$ cat src/rtl/ysyx_23060203_pkg.sv
// Shared types for the write-back stage: write-data select codes and the
// retire-queue entry layout.
package ysyx_23060203_pkg;

  localparam int XLEN   = 32;
  localparam int NR_REG = 16;
  localparam int RD_W   = $clog2(NR_REG);

  typedef enum logic [1:0] {
    WSEL_ALU  = 2'd0,
    WSEL_LOAD = 2'd1,
    WSEL_PC4  = 2'd2,
    WSEL_CSR  = 2'd3
  } wsel_t;

  typedef struct packed {
    logic [RD_W-1:0] rd;
    logic [XLEN-1:0] wdata;
    logic [XLEN-1:0] pc;
    logic [XLEN-1:0] dnpc;
  } wb_entry_t;

  function automatic logic [NR_REG-1:0] rd_onehot(input logic [RD_W-1:0] rd);
    logic [NR_REG-1:0] oh;
    oh     = '0;
    oh[rd] = 1'b1;
    return oh;
  endfunction

endpackage

$ cat src/rtl/ysyx_23060203_wbu_if.sv
// Bundle of the write-back stage's upstream, register-file and commit signals.
// master = environment side, slave = the write-back unit.
interface ysyx_23060203_wbu_if;
  import ysyx_23060203_pkg::*;

  logic              in_valid;
  logic              in_ready;
  logic [RD_W-1:0]   in_rd;
  wsel_t             in_wsel;
  logic [XLEN-1:0]   in_alu_val;
  logic [XLEN-1:0]   in_load;
  logic [XLEN-1:0]   in_csr_val;
  logic [XLEN-1:0]   in_pc;
  logic [XLEN-1:0]   in_dnpc;
  logic              gpr_wen;
  logic [RD_W-1:0]   gpr_waddr;
  logic [XLEN-1:0]   gpr_wdata;
  logic              cm_valid;
  logic              cm_ready;
  logic [XLEN-1:0]   cm_dnpc;
  logic [NR_REG-1:0] busy_mask;
  logic [63:0]       retired;

  modport master (
    output in_valid, in_rd, in_wsel, in_alu_val, in_load, in_csr_val, in_pc, in_dnpc,
    output cm_ready,
    input  in_ready, gpr_wen, gpr_waddr, gpr_wdata, cm_valid, cm_dnpc, busy_mask, retired
  );

  modport slave (
    input  in_valid, in_rd, in_wsel, in_alu_val, in_load, in_csr_val, in_pc, in_dnpc,
    input  cm_ready,
    output in_ready, gpr_wen, gpr_waddr, gpr_wdata, cm_valid, cm_dnpc, busy_mask, retired
  );

endinterface

$ cat src/rtl/ysyx_23060203_wb_fifo.sv
// In-order DEPTH-entry queue of wb_entry_t with wrap-bit pointers; also exposes
// every slot and its occupancy so the parent can build a hazard mask.
module ysyx_23060203_wb_fifo
  import ysyx_23060203_pkg::*;
#(
  parameter int DEPTH = 2
) (
  input  logic             clock,
  input  logic             reset,
  input  logic             push,
  input  logic             pop,
  input  wb_entry_t        din,
  output wb_entry_t        head,
  output logic             full,
  output logic             empty,
  output logic [DEPTH-1:0] slot_valid,
  output wb_entry_t        slots [DEPTH]
);
  localparam int AW = $clog2(DEPTH);

  logic [AW:0] wr_ptr_q, wr_ptr_d;
  logic [AW:0] rd_ptr_q, rd_ptr_d;
  logic [AW:0] count;
  wb_entry_t   mem_q [DEPTH];
  wb_entry_t   mem_d [DEPTH];

  always_comb begin
    wr_ptr_d = wr_ptr_q;
    rd_ptr_d = rd_ptr_q;
    mem_d    = mem_q;
    if (push) begin
      mem_d[wr_ptr_q[AW-1:0]] = din;
      wr_ptr_d                = wr_ptr_q + 1'b1;
    end
    if (pop) begin
      rd_ptr_d = rd_ptr_q + 1'b1;
    end
  end

  always_ff @(posedge clock or negedge reset) begin
    if (!reset) begin
      wr_ptr_q <= '0;
      rd_ptr_q <= '0;
      for (int i = 0; i < DEPTH; i++) begin
        mem_q[i] <= '0;
      end
    end else begin
      wr_ptr_q <= wr_ptr_d;
      rd_ptr_q <= rd_ptr_d;
      mem_q    <= mem_d;
    end
  end

  assign count = wr_ptr_q - rd_ptr_q;
  assign empty = (wr_ptr_q == rd_ptr_q);
  assign full  = (wr_ptr_q[AW] != rd_ptr_q[AW]) && (wr_ptr_q[AW-1:0] == rd_ptr_q[AW-1:0]);
  assign head  = mem_q[rd_ptr_q[AW-1:0]];

  // A slot is live when its distance past the read pointer is below the fill count.
  for (genvar gi = 0; gi < DEPTH; gi++) begin : g_slot
    logic [AW-1:0] offs;
    assign offs           = AW'(gi) - rd_ptr_q[AW-1:0];
    assign slot_valid[gi] = ({1'b0, offs} < count);
    assign slots[gi]      = mem_q[gi];
  end

endmodule

$ cat src/rtl/ysyx_23060203_wbu.sv
// Write-back stage: selects write data at enqueue, retires one queued entry per
// accepted commit, and reports pending destination registers and a retire count.
module ysyx_23060203_wbu
  import ysyx_23060203_pkg::*;
#(
  parameter int DEPTH = 2
) (
  input  logic                 clock,
  input  logic                 reset,
  ysyx_23060203_wbu_if.slave   bus
);
  wb_entry_t         in_entry;
  wb_entry_t         head;
  wb_entry_t         slots [DEPTH];
  logic [DEPTH-1:0]  slot_valid;
  logic              push, pop, full, empty;
  logic [NR_REG-1:0] busy_mask;
  logic [63:0]       retired_q, retired_d;
  logic              unused_fields;

  always_comb begin
    in_entry      = '0;
    in_entry.rd   = bus.in_rd;
    in_entry.pc   = bus.in_pc;
    in_entry.dnpc = bus.in_dnpc;
    case (bus.in_wsel)
      WSEL_ALU:  in_entry.wdata = bus.in_alu_val;
      WSEL_LOAD: in_entry.wdata = bus.in_load;
      WSEL_PC4:  in_entry.wdata = bus.in_pc + XLEN'(4);
      default:   in_entry.wdata = bus.in_csr_val;
    endcase
  end

  // in_ready depends only on registered fill state, never on cm_ready.
  assign push = bus.in_valid & ~full;
  assign pop  = ~empty & bus.cm_ready;

  ysyx_23060203_wb_fifo #(.DEPTH(DEPTH)) u_fifo (
    .clock      (clock),
    .reset      (reset),
    .push       (push),
    .pop        (pop),
    .din        (in_entry),
    .head       (head),
    .full       (full),
    .empty      (empty),
    .slot_valid (slot_valid),
    .slots      (slots)
  );

  always_comb begin
    busy_mask = '0;
    for (int i = 0; i < DEPTH; i++) begin
      if (slot_valid[i]) begin
        busy_mask = busy_mask | rd_onehot(slots[i].rd);
      end
    end
    busy_mask[0] = 1'b0;
  end

  assign retired_d = retired_q + 64'(pop);

  always_ff @(posedge clock or negedge reset) begin
    if (!reset) begin
      retired_q <= '0;
    end else begin
      retired_q <= retired_d;
    end
  end

  // Fields kept for trace/debug but not consumed by this stage.
  always_comb begin
    unused_fields = ^head.pc;
    for (int i = 0; i < DEPTH; i++) begin
      unused_fields = unused_fields ^ (^{slots[i].wdata, slots[i].pc, slots[i].dnpc});
    end
  end

  assign bus.in_ready  = ~full;
  assign bus.cm_valid  = ~empty;
  assign bus.cm_dnpc   = head.dnpc;
  assign bus.gpr_wen   = pop & (head.rd != '0);
  assign bus.gpr_waddr = head.rd;
  assign bus.gpr_wdata = head.wdata;
  assign bus.busy_mask = busy_mask;
  assign bus.retired   = retired_q;

endmodule

$ cat src/flat_wrapper.sv
// flat-port wrapper written by rule: the top's interface ports become plain ports
module ysyx_23060203_wbu_flat import ysyx_23060203_pkg::*;
#(
  parameter int DEPTH = 2
)
  (clock, reset, bus_in_valid, bus_in_rd, bus_in_wsel, bus_in_alu_val, bus_in_load, bus_in_csr_val, bus_in_pc, bus_in_dnpc, bus_cm_ready, bus_in_ready, bus_gpr_wen, bus_gpr_waddr, bus_gpr_wdata, bus_cm_valid, bus_cm_dnpc, bus_busy_mask, bus_retired);
  ysyx_23060203_wbu_if bus_i ();
  input  logic clock;
  input  logic reset;
  input wire logic [$bits(bus_i.in_valid)-1:0] bus_in_valid;
  input wire logic [$bits(bus_i.in_rd)-1:0] bus_in_rd;
  input wire logic [$bits(bus_i.in_wsel)-1:0] bus_in_wsel;
  input wire logic [$bits(bus_i.in_alu_val)-1:0] bus_in_alu_val;
  input wire logic [$bits(bus_i.in_load)-1:0] bus_in_load;
  input wire logic [$bits(bus_i.in_csr_val)-1:0] bus_in_csr_val;
  input wire logic [$bits(bus_i.in_pc)-1:0] bus_in_pc;
  input wire logic [$bits(bus_i.in_dnpc)-1:0] bus_in_dnpc;
  input wire logic [$bits(bus_i.cm_ready)-1:0] bus_cm_ready;
  output wire logic [$bits(bus_i.in_ready)-1:0] bus_in_ready;
  output wire logic [$bits(bus_i.gpr_wen)-1:0] bus_gpr_wen;
  output wire logic [$bits(bus_i.gpr_waddr)-1:0] bus_gpr_waddr;
  output wire logic [$bits(bus_i.gpr_wdata)-1:0] bus_gpr_wdata;
  output wire logic [$bits(bus_i.cm_valid)-1:0] bus_cm_valid;
  output wire logic [$bits(bus_i.cm_dnpc)-1:0] bus_cm_dnpc;
  output wire logic [$bits(bus_i.busy_mask)-1:0] bus_busy_mask;
  output wire logic [$bits(bus_i.retired)-1:0] bus_retired;
  assign bus_i.in_valid = bus_in_valid;
  assign bus_i.in_rd = bus_in_rd;
  assign bus_i.in_wsel = bus_in_wsel;
  assign bus_i.in_alu_val = bus_in_alu_val;
  assign bus_i.in_load = bus_in_load;
  assign bus_i.in_csr_val = bus_in_csr_val;
  assign bus_i.in_pc = bus_in_pc;
  assign bus_i.in_dnpc = bus_in_dnpc;
  assign bus_i.cm_ready = bus_cm_ready;
  assign bus_in_ready = bus_i.in_ready;
  assign bus_gpr_wen = bus_i.gpr_wen;
  assign bus_gpr_waddr = bus_i.gpr_waddr;
  assign bus_gpr_wdata = bus_i.gpr_wdata;
  assign bus_cm_valid = bus_i.cm_valid;
  assign bus_cm_dnpc = bus_i.cm_dnpc;
  assign bus_busy_mask = bus_i.busy_mask;
  assign bus_retired = bus_i.retired;
  ysyx_23060203_wbu #(.DEPTH(DEPTH)) u_core (.clock(clock), .reset(reset), .bus(bus_i));
endmodule
$ cat config.mk
export PLATFORM = sky130hd
export DESIGN_NAME = ysyx_23060203_wbu_flat
export DESIGN_NICKNAME = d
export VERILOG_FILES = /design/src/rtl/ysyx_23060203_pkg.sv /design/src/rtl/ysyx_23060203_wbu_if.sv /design/src/rtl/ysyx_23060203_wb_fifo.sv /design/src/rtl/ysyx_23060203_wbu.sv /design/src/flat_wrapper.sv
export SDC_FILE = /design/constraint.sdc
export NUM_CORES = 1
export LEC_CHECK = 0
export CELL_PAD_IN_SITES_DETAIL_PLACEMENT = 0
export CELL_PAD_IN_SITES_GLOBAL_PLACEMENT = 1
export CORE_MARGIN = 4
export CORE_UTILIZATION = 29
export CTS_CLUSTER_DIAMETER = 40
export DETAILED_ROUTE_END_ITERATION = 10
export PLACE_DENSITY = 0.7
export SLEW_MARGIN = 10
export SYNTH_ARGS = -nofsm -noshare
export SYNTH_HDL_FRONTEND = slang
export SYNTH_SLANG_ARGS = --single-unit
$ cat constraint.sdc
create_clock -name clock -period 6.2 [get_ports clock]
set_clock_uncertainty 0.05 [all_clocks]
set_input_delay 0.93 -clock clock [delete_from_list [all_inputs] [get_ports clock]]
set_output_delay 0.93 -clock clock [all_outputs]
set_load 0.005 [all_outputs]
==> results of run 1 <==
## routing by layer
layer	GRT usage, %	wire length, um	up-vias	part of all wire, %
li1	-	-	4662	-
met5	0	0	-	0
met2	27.6	16100	364	47
met1	21.2	15000	4523	43
met3	4.78	2770	49	8.0
met4	4.23	726	0	2.1
## layout make-up
class | count | area, um^2
Clock inverter | 22 | 374
Timing Repair Buffer | 329 | 3280
Antenna cell | 1 | 2.50
Multi-Input combinational cell | 889 | 5390
Clock buffer | 45 | 1030
Tap cell | 468 | 586
Sequential cell | 204 | 5110
Fill cell | 3613 | 20800
Inverter | 23 | 86.3
## state kept, by name, summed over array words and instances, names as in the netlist
signal / count
u_core.bus.retired: 64
u_core.u_fifo.rd_ptr_q: 2
u_core.u_fifo.slots: 136
u_core.u_fifo.wr_ptr_q: 2
## worst reg2reg max path: cells and delay by family (launching register included)
kind	cells	cell delay, ns
XOR/XNOR	1	0.17
AND/OR/NAND/NOR	6	1.55
flip-flops	1	0.65
buffers and inverters	1	0.09
adder cells (fa/ha/maj)	3	0.99
## metrics by stage
stage	utilization [%]	setup slack, ns	power [mW]
after detailed placement	39.5	2.43	4.97
final	43.3	2.06	7.16
after global routing	43.3	1.90	7.66
after CTS	43.3	2.03	7.29
after global placement	39.5	2.49	4.94
after floorplan	-	3.19	3.48
## cell families (layout without fill, tap and decap cells)
family                     count (synthesis)  in the layout  synth area share (%)
buffers and inverters                     80            419                  3.03
muxes                                    101            101                  11.1
and+or+nand+nor                          573            573                  24.1
DFF                                      204            204                  47.4
adders and majority gates                  6              6                 0.697
AOI/OAI and AO/OA                        129            129                  7.30
xor gates and xnor gates                  79             79                  6.42
other                                      1              2                0.0348
## power groups by stage
| stage | clock network, mW | registers (mW) | logic [mW] |
|---|---|---|---|
| 2_1_floorplan | 0 | 2.02 | 1.46 |
| 3_3_place_gp | 0 | 2.12 | 2.82 |
| 3_5_place_dp | 0 | 2.14 | 2.84 |
| 4_1_cts | 2.31 | 2.12 | 2.86 |
| 5_1_grt | 2.38 | 2.18 | 3.09 |
| 6_report | 2.25 | 2.12 | 2.79 |
## path summary, 6_finish.rpt
path / endpoint / startpoint
setup / recovery: bus_busy_mask[2] / u_core.u_fifo.rd_ptr_q[1]
hold / removal: u_core.u_fifo.slots[64] / u_core.u_fifo.slots[64]
setup reg to reg: u_core.bus.retired[50] / u_core.u_fifo.rd_ptr_q[0]
hold reg to reg: u_core.u_fifo.slots[64] / u_core.u_fifo.slots[64]
max in group asynchronous: u_core.u_fifo.slots[187] / reset
min in group asynchronous: u_core.bus.retired[8] / reset
## synth_stat cells, drive strengths merged (8+ instances only)
cell	count
a21oi	28
a31oi	13
and3	8
and4	9
buf	24
clkbuf	33
dfrtp	204
inv	23
mux2	75
mux2i	19
nand2	339
nand3	33
nand4	32
nor2	73
nor3	32
nor4	18
o21ai	40
o22ai	16
xnor2	46
xor2	33
==> impl_metrics.json, run 1 <==
{
  "final_common_cell": "nand2_1",
  "antenna_found_initial": 1,
  "io_buffers": 319,
  "syn_to_final_growth_pct": 47.1,
  "start_util_pct": 29.4,
  "hold_depth": 2,
  "yosys_warnings": 0,
  "cts_setup_buffers": 0,
  "grt_first_pass_wirelength_um": 54500,
  "drtIter0Drc": 460,
  "design_area_um2": 15800,
  "htree_num_levels": 2,
  "finalWirelength_um": 34600,
  "fin_setup_tns_ns": 0,
  "die_y_um": 201,
  "synth.top_cell.area_share_pct": 47.4,
  "vdd_drop_max_mv": 0.205,
  "synth_edf_count": 0,
  "crit_buf_inv": 2,
  "path_class": "reg -> out",
  "fp-row-count": 70,
  "finalSetupViolations": 0,
  "drive_gt1_share_pct": 12.0,
  "core_area_um2": 36600,
  "rsz0062_at_grt": "false",
  "syn_area_um2": 10800,
  "cts_root_buf": "clkbuf_16",
  "drtAntennaViolNets": 0,
  "die_x_um": 201,
  "first_pass_iters": 5,
  "first_global_vias": 9787,
  "cts.sinks": 204,
  "crit_slowest_cell": "clkdlybuf4s50_1",
  "grtUsageTotal_pct": 16.5,
  "grt_max_degree": 105,
  "wl_per_cell_um": 17.4,
  "syn_inst": 1173,
  "tritoncts": "yes",
  "ys.flop_type": "dfrtp_1",
  "numCtsBuffers": 37,
  "place_area_um2": 14400,
  "p_int_mw": 4.83,
  "reg2reg_slack_ns": 2.61,
  "ctsHoldBuffers": 0,
  "path_cells": "xor2_1 > inv_1 > ha_1 > nor2_1 > or3b_2 > o32ai_1 > clkdlybuf4s50_1",
  "critPathMaxStageDelay_ns": 0.55,
  "drcViolationCount": 0,
  "power_frac_seq_pct": 29.6,
  "dp_cells": 1913,
  "hold_class": "reg -> reg",
  "endpoint_kind": "output pin",
  "viasPerCell": 4.85,
  "combPwrFrac_pct": 39.0,
  "layout_common_cells": "339 x nand2_1, 317 x clkdlybuf4s50_1, 203 x dfrtp_1",
  "period_needed_ns": 4.14,
  "vias": 9598,
  "synth.avg_cell_area_um2": 9.19,
  "hold_ws_ns": 0.414,
  "power_switching_mw": 2.34,
  "reg2reg_depth": 11,
  "pin_count": 321,
  "clk_pin_slew_ns": 0.05,
  "drv_cap": 0,
  "clockPowerShare_pct": 31.4,
  "synth-seq-area-share_pct": 47.4,
  "finalWeightedCongestion": 0.869,
  "final_cells": 1981,
  "ys_types": 57,
  "slew_headroom_pct": 34.2,
  "syn_nets": 1349,
  "outcome": "completed",
  "layout.nets": 1660,
  "yosys.area.top_type": "dfrtp_1",
  "cts.repair.resized": 0,
  "grt_overflow_total": 0,
  "cp_num_cells": 7,
  "max_freq_ghz": 0.241,
  "clk_latency_ns": 0.49,
  "hold_viol_final": 0,
  "arrival_ns": 3.16,
  "fin_crit_sh_pct": 66.8,
  "cp-start-kind": "flop",
  "power_leakage_nw": 6.88,
  "clk_path_buf_depth": 3,
  "dp_hpwl_um": 25100,
  "worstPathMaxFanout": 4,
  "powerDensity_nw_per_um2": 452,
  "dieArea_um2": 40300,
  "async_reset_ff_share_pct": 100,
  "ys_ff_latch": 204,
  "swShare_pct": 32.6,
  "required_ns": 5.22,
  "tightestPinTransition_ns": 0.987,
  "drv_slew": 0,
  "critPathTopFamily": "buffers and inverters",
  "synth_area_leaders": "dfrtp_1 47%, nand2_1 12%, mux2_2 7.8%"
}
No activity file was read; power rests on OpenSTA's default activity.
==> run 2, diff against run 1 <==
==> constraint.sdc (replaced) <==
create_clock -name clock -period 4 [get_ports clock]
set_clock_uncertainty 0.05 [all_clocks]
set_input_delay 0.6 -clock clock [delete_from_list [all_inputs] [get_ports clock]]
set_output_delay 0.6 -clock clock [all_outputs]
set_load 0.005 [all_outputs]
==> run 2 against run 1 <==
Die area is the same. Critical path depth is the same. Register-to-register slack lost 1.9 ns. Sequential power grew 52%. Clock power grew 41%. Via count grew 1.3%. First-iteration DRC count shrank 8.5%. Setup slack lost 1.8 ns.
==> impl_metrics.json, run 2 (synthesis gave the netlist of run 1 again) <==
{
  "outcome": "completed",
  "hold_class": "in -> async",
  "drcViolationCount": 0,
  "start_util_pct": 29.4,
  "design_area_um2": 15900,
  "clk_latency_ns": 0.51,
  "grt_first_pass_wirelength_um": 55300,
  "grt_overflow_total": 0,
  "drtIter0Drc": 421,
  "final_common_cell": "nand2_1",
  "finalWirelength_um": 34800,
  "cts_root_buf": "clkbuf_16",
  "vdd_drop_max_mv": 0.314,
  "numCtsBuffers": 39,
  "clk_pin_slew_ns": 0.05,
  "setup_ws_ns": 0.300,
  "cts.sinks": 204,
  "fin_crit_sh_pct": 92.5,
  "endpoint": "bus_busy_mask[2]",
  "arrival_ns": 3.05,
  "clk_path_buf_depth": 3,
  "drv_cap": 0,
  "power_leakage_nw": 6.91,
  "htree_num_levels": 2,
  "die_y_um": 201,
  "path_class": "reg -> out",
  "antenna_found_initial": 1,
  "dp_slack_ns": 0.649,
  "dr.max_layer_used": "met4",
  "finalSetupViolations": 0,
  "max_freq_ghz": 0.270,
  "fin_setup_tns_ns": 0,
  "fp-row-count": 70,
  "drv_slew": 0,
  "reg2reg_depth": 12,
  "syn_to_final_growth_pct": 47.1,
  "slew_headroom_pct": 35.1,
  "core_area_um2": 36600,
  "r2r_start": "u_core.u_fifo.wr_ptr_q[0]",
  "dp_cells": 1927,
  "reg2reg_slack_ns": 0.73,
  "dieArea_um2": 40300,
  "crit_start": "u_core.u_fifo.rd_ptr_q[1]",
  "powerDensity_nw_per_um2": 684,
  "dp_hpwl_um": 25700,
  "grtUsageTotal_pct": 16.7,
  "layout_common_cells": "339 x nand2_1, 317 x clkdlybuf4s50_1, 203 x dfrtp_1",
  "wl_met1_um": 15300,
  "pin_count": 321,
  "die_x_um": 201,
  "first_pass_iters": 5,
  "vias": 9727,
  "first_global_vias": 9933,
  "tritoncts": "yes",
  "worstPathMaxFanout": 4,
  "required_ns": 3.35,
  "finalWeightedCongestion": 0.869,
  "wl_met2_um": 16100,
  "reg2reg_to": "u_core.bus.retired[50]",
  "finalPower_mw": 10.8,
  "endpoint_kind": "output pin",
  "period_needed_ns": 3.70,
  "drtAntennaViolNets": 0,
  "viasPerCell": 4.87,
  "drive_gt1_share_pct": 12.9,
  "rsz0062_at_grt": "false",
  "io_buffers": 319,
  "hold_ws_ns": 0.169,
  "tightestPinTransition_ns": 0.961,
  "wl_per_cell_um": 17.4,
  "final_cells": 1999,
  "wl_met3_um": 2790,
  "finish.utilization_pct": 43.3,
  "grt_max_degree": 107,
  "cp-start-kind": "flop",
  "antenna_cells": 0,
  "hold_viol_final": 0,
  "layout.nets": 1676,
  "place_area_um2": 14600,
  "largest_reg_flops": 136
}
[run 2: changes by cell type in the layout (fill, tap and decap cells not counted), sizes merged]
cell	previous run	this run
diode	1	0
buf	11	25
clkinvlp	5	6
clkinv	6	12
clkbuf	46	51
bufinv	9	2
[run 2: per-layer routing]
| layer | global-route usage (%) | vias up |
|---|---|---|
| met5 | 0 | - |
| met4 | 3.91 | 0 |
| met3 | 5.32 | 41 |
| met2 | 27.6 | 319 |
| met1 | 21.4 | 4679 |
| li1 | - | 4688 |
[run 2: power by group]
| part | internal (mW) | total (mW) | switching, mW |
|---|---|---|---|
| logic | 2.31 | 4.45 | 2.14 |
| registers | 2.80 | 3.23 | 0.430 |
| clock network | 2.06 | 3.17 | 1.10 |
| total | 7.17 | 10.8 | 3.67 |
[run 2: critical path, cell delays in order (launching register included)]
cell             delay, ns
dfrtp_1               0.41
xor2_2                0.36
inv_1                 0.11
ha_1                  0.31
nor2_1                0.06
or3b_2                0.50
o32ai_1               0.24
clkdlybuf4s50_1       0.55
[run 2: layout make-up]
| type | instances | area (um^2) |
|---|---|---|
| Clock buffer | 50 | 1090 |
| Clock inverter | 22 | 205 |
| Fill cell | 3589 | 20800 |
| Inverter | 23 | 86.3 |
| Multi-Input combinational cell | 889 | 5390 |
| Sequential cell | 204 | 5110 |
| Tap cell | 468 | 586 |
| Timing Repair Buffer | 343 | 3380 |
[run 2: how the worst min path moves through the flow]
stage	endpoint	slack [ns]	cells after the start
6_report	u_core.bus.retired[21]	0.17	1
4_1_cts	u_core.bus.retired[39]	0.20	1
5_1_grt	u_core.bus.retired[4]	0.24	1
2_1_floorplan	u_core.bus.retired[0]	0.25	0
3_5_place_dp	u_core.u_fifo.slots[20]	0.41	2
3_3_place_gp	u_core.u_fifo.slots[20]	0.40	2
[run 2: what timing repair did]
action | in CTS | in global routing
setup buffers | 0 | 0
gates resized for setup | 0 | 1
hold buffers | 0 | 0
endpoints found under the setup margin | 0 | 1
==> patch 1, RTL diff (settings of run 2) <==
`DEPTH` is set to 2 in 3 places; all go to 4.
--- a/src/rtl/ysyx_23060203_wb_fifo.sv
+++ b/src/rtl/ysyx_23060203_wb_fifo.sv
@@ -3,7 +3,7 @@
 module ysyx_23060203_wb_fifo
   import ysyx_23060203_pkg::*;
 #(
-  parameter int DEPTH = 2
+  parameter int DEPTH = 4
 ) (
   input  logic             clock,
   input  logic             reset,
--- a/src/rtl/ysyx_23060203_wbu.sv
+++ b/src/rtl/ysyx_23060203_wbu.sv
@@ -3,7 +3,7 @@
 module ysyx_23060203_wbu
   import ysyx_23060203_pkg::*;
 #(
-  parameter int DEPTH = 2
+  parameter int DEPTH = 4
 ) (
   input  logic                 clock,
   input  logic                 reset,
--- a/src/flat_wrapper.sv
+++ b/src/flat_wrapper.sv
@@ -1,7 +1,7 @@
 // flat-port wrapper written by rule: the top's interface ports become plain ports
 module ysyx_23060203_wbu_flat import ysyx_23060203_pkg::*;
 #(
-  parameter int DEPTH = 2
+  parameter int DEPTH = 4
 )
   (clock, reset, bus_in_valid, bus_in_rd, bus_in_wsel, bus_in_alu_val, bus_in_load, bus_in_csr_val, bus_in_pc, bus_in_dnpc, bus_cm_ready, bus_in_ready, bus_gpr_wen, bus_gpr_waddr, bus_gpr_wdata, bus_cm_valid, bus_cm_dnpc, bus_busy_mask, bus_retired);
   ysyx_23060203_wbu_if bus_i ();
Check against the original RTL: not equivalent (a bounded check fails within 4 cycles, from zero or initial values and one cycle with reset low).
==> patch 1 against run 2 <==
Largest cell class unchanged; synthesized area grew 64%; critical endpoint is now bus_busy_mask[15]; routed wire length grew 72%; utilization shrank 3.2 points; design area grew 52%; register-to-register slack lost 0.05 ns; power grew 80%; the run now ends with setup timing left; setup slack lost 0.34 ns; sequential cell count grew 138.
==> patch 1: results (changes against run 2) <==
- Status: finished with violations
- Failing checks: setup timing
- First-pass GRT wire length: 91.9 mm (+66%)
- Num sequential: 342 (+68%)
- GRT met3 Usage: 0.0422 (-0.0109)
- Nets: 2,354 (+40%)
- Area post-placement: 21,600 um2 (+49%)
- Layout cells sized above 1: 0.140 (+0.0104)
- Post-CTS Setup Repair Bufs: 9 (+9)
- GR Util met1: 0.235 (+0.0206)
- Unique cell type count in the Yosys netlist: 73 (+28%)
- Top cells by count, synth: nand2_1, dfrtp_1, nor2_1
- First DRT Iteration DRCs: 852 (+100%)
- CP peak stage delay: 0.53 ns (-0.02 ns)
- Crit path capture: bus_busy_mask[15]
- Worst r2r dst: u_core.bus.retired[60]$_DFF_PN0_
- Wire length on met3: 3.95 mm (+41%)
- DR WL met2: 29.2 mm (+81%)
- Multi-input combinational gate total: 1,367 (+54%)
- Fraction of area in multi-input gates: 0.355 (+0.0146)
- Critical Path Start: u_core.u_fifo.rd_ptr_q[0]$_DFFE_PN0P_
- Largest net degree at the start of global routing: 103 (-3.7%)
- Reg2reg start: u_core.u_fifo.rd_ptr_q[1]$_DFFE_PN0P_
- Pleak: 10.8 nW (+57%)
- Number of signal-net buffers in the layout: 367 (+7.0%)
- # setup viols final: 1 (+1)
- Metal-1 WL: 25.6 mm (+68%)
- Sw Ratio: 0.355 (+0.0168)
- Sequential share of the synthesized area: 0.486 (+0.0118)
- Vias in the first global route: 15,400 (+55%)
- Num CTS Buffers: 66 (+69%)
- Pre-CTS setup slack: 0.00122 ns (-0.647 ns)
- VDD IR max: 0.000446 V (+42%)
- Final-layout clock buffer total: 80 (+60%)
- R2r setup slk: 0.68 ns (-0.05 ns)
- GR Util met2: 0.309 (+0.0333)
- Max FFs per register: 272 (+100%)
- Cts repair resizes: 46 (+46)
- Post-route setup slack: -0.0381 ns (-0.338 ns)
- Clk tree area frac: 0.0947 (+0.0131)
- Synth Net Count: 2,025 (+50%)
- Critical path arrival: 3.39 ns (+0.34 ns)
- Ant. Diodes: 2 (+2)
- Gr usage total: 0.183 (+0.0160)
## patch 1: cell types whose count changed in the layout (fill, tap and decap cells not counted), sizes merged, moves of 25 or more
| cell | delta |
|---|---|
| mux4 | +67 |
| mux2 | -70 |
| buf | +27 |
| clkbuf | +33 |
| o21ai | +42 |
| nor2 | +37 |
| nand3 | +25 |
| nand2 | +297 |
| dfrtp | +138 |
## patch 1: kinds of logic after synthesis
group / after synthesis / synth area share
adder cells (fa/ha/maj): 16 / 0.0118
other: 1 / 0.000213
buffers and inverters: 130 / 0.0351
AO/OA/AOI/OAI: 208 / 0.0724
XOR/XNOR: 79 / 0.0405
multiplexers: 98 / 0.109
flip-flops: 342 / 0.486
AND/OR/NAND/NOR: 965 / 0.246
## patch 1: power groups by stage
| stage | sequential (mW) | combinational [mW] | clock [mW] |
|---|---|---|---|
| after CTS | 5.72 | 8.07 | 5.83 |
| after detailed placement | 5.73 | 7.78 | 0 |
| after floorplan | 5.37 | 4.42 | 0 |
| after global placement | 5.71 | 7.70 | 0 |
| final | 5.74 | 8.10 | 5.68 |
| after global routing | 5.88 | 8.90 | 6.00 |
## patch 1: stage by stage
stage,std cells,setup TNS (ns),hold slack (ns)
6_report,3002,-0.0381,0.0144
5_1_grt,3001,-0.462,0.0479
4_1_cts,2993,-0.522,0.0170
3_5_place_dp,2866,0,0.408
3_3_place_gp,2866,0,0.402
2_1_floorplan,1839,0,0.254
## patch 1: worst register-to-register path, stage by stage, from the launching register on
cell and delay [ns]:
dfrtp_4 0.47, inv_1 0.12, ha_1 0.25, nand3_1 0.13, nand2_1 0.24, inv_1 0.12
ha_1 0.23, ha_1 0.25, nand2_1 0.12, nor3_1 0.34, nand4_2 0.34, nor4_1 0.39
xor2_1 0.18
==> patch 2, RTL diff (config.mk and constraints of run 2) <==
Without the edit above. Reset style: synchronous (`reset`), changed in 2 clocked blocks.
--- a/src/rtl/ysyx_23060203_wb_fifo.sv
+++ b/src/rtl/ysyx_23060203_wb_fifo.sv
@@ -37,7 +37,7 @@
     end
   end
 
-  always_ff @(posedge clock or negedge reset) begin
+  always_ff @(posedge clock) begin
     if (!reset) begin
       wr_ptr_q <= '0;
       rd_ptr_q <= '0;
--- a/src/rtl/ysyx_23060203_wbu.sv
+++ b/src/rtl/ysyx_23060203_wbu.sv
@@ -60,7 +60,7 @@
 
   assign retired_d = retired_q + 64'(pop);
 
-  always_ff @(posedge clock or negedge reset) begin
+  always_ff @(posedge clock) begin
     if (!reset) begin
       retired_q <= '0;
     end else begin
Function: differs if reset is asserted again (counterexample within 4 cycles, from zero or initial values and one cycle with reset low); with reset held inactive, the same outputs for 4 cycles.
==> patch 2 against run 2 <==
Routed wire length up 5.8%; register-to-register slack lost 0.26 ns; design area shrank 3.1%; synthesized area shrank 4.0%; via count grew 7.3%; sequential cell count unchanged; setup slack gained 0.0021 ns.
Power is not compared: it rests on default switching activity, and its combinational part moved more than twofold at a synthesized area within 25%.
==> patch 2: results (changes against run 2) <==
- GR Util met1: 0.232 (+0.0176)
- Slowest cell on crit path: buf_4
- Pre-CTS setup slack: 0.237 ns (-0.412 ns)
- Final non-filler cell total: 2,060 (+3.1%)
- Synth Area in Adders: 0.00726 (+0.000291)
- Compound-cell area share of the yosys netlist: 0.164 (+0.0906)
- Antenna violations before repair: 5 (+4)
- Metal-1 WL: 15.7 mm (+2.5%)
- Final GP Congestion: 0.856 (-1.5%)
- Main area contributors after synthesis: dfxtp_1, nand2_1, mux2_2
- CP peak stage delay: 0.72 ns (+0.17 ns)
- Hold Path Class: reg2reg
- DR WL met2: 16.9 mm (+4.6%)
- Gr usage total: 0.182 (+0.0151)
- Top cells by count, synth: nand2_1, dfxtp_1, a21oi_1
- Max Used Layer: met5
- Largest net degree at the start of global routing: 77 (-28%)
- DR vias/cell: 5.07 (+4.1%)
- Unique cell type count in the Yosys netlist: 51 (-11%)
- Layout cells sized above 1: 0.117 (-0.0127)
- HPWL Detailed: 26.4 mm (+2.7%)
- Ys flop type: dfxtp_1
- Nets: 1,751 (+4.5%)
- GR Util met2: 0.299 (+0.0224)
- Area post-placement: 14,000 um2 (-4.0%)
- Fill cells: 3,531 (-1.6%)
- Synth Net Count: 1,450 (+7.5%)
- Vias in the first global route: 10,400 (+4.9%)
- Drt total wl: 36.8 mm (+5.8%)
- Sequential share of the synthesized area: 0.395 (-0.0789)
- XOR/XNOR Fraction of Synth Area: 0.0457 (-0.0185)
- First DRT Iteration DRCs: 570 (+35%)
- Cells after Synth: 1,274 (+8.6%)
- Mux contribution to synthesized area: 0.118 (+0.00764)
- Post-synth ARST share: 0 (-1.00)
- Measured slew at the worst slew-check pin: 1.06 ns (+0.102 ns)
- Wire length on met3: 3.17 mm (+14%)
- DP Cell Count: 1,988 (+3.2%)
- First-pass GRT wire length: 57.6 mm (+4.2%)
- Status: complete, no violations
- GRT met3 Usage: 0.0561 (+0.00292)
-- patch 2: cell count changes in the layout (fill, tap and decap cells not counted), sizes merged, moves of 14 or more --
cell and change:
or4 +21, nand2 -108, o31ai +14, a21oi +118
dfrtp -204, o21ai +29, dfxtp +204, xor2 -15
-- patch 2: critical path: cells and delay by family (launching register included) --
kind                       cells  cell delay [ns]
adders and majority gates      1             0.28
AOI/OAI and AO/OA              2             0.56
buffers and inverters          3             1.35
DFF                            1             0.33
-- patch 2: power breakdown --
part / leakage (nW) / switching, mW / total (mW) / internal, mW
registers: 1.66 / 0.0727 / 2.24 / 2.17
clock network: 0.660 / 1.14 / 3.41 / 2.27
logic: 3.05 / 0.652 / 1.33 / 0.681
total: 5.38 / 1.87 / 6.99 / 5.12
-- patch 2: path summary, 6_finish.rpt --
kind / slack, ns / depth (start not counted) / to / start
worst max-delay path: 0.30 / 6 / bus_busy_mask[11] / u_core.u_fifo.rd_ptr_q[0]$_SDFFE_PN0P_
worst min-delay path: 0.40 / 2 / u_core.u_fifo.slots[104]$_SDFFE_PN0P_ / u_core.u_fifo.slots[104]$_SDFFE_PN0P_
worst max register to register: 0.47 / 12 / u_core.bus.retired[54]$_SDFF_PN0_ / u_core.u_fifo.wr_ptr_q[0]$_SDFFE_PN0P_
worst min register to register: 0.40 / 2 / u_core.u_fifo.slots[104]$_SDFFE_PN0P_ / u_core.u_fifo.slots[104]$_SDFFE_PN0P_
-- patch 2: layout make-up --
type                       count  area, um2  share of cell area
inverter                      23       88.8             0.00578
timing repair buffer         346       3400               0.221
tap                          455        569              0.0370
sequential                   204       4090               0.266
clock inverter                21        289              0.0188
clock buffer                  48       1090              0.0709
multi-input combinational    961       5830               0.380
antenna                        2       5.00            0.000326
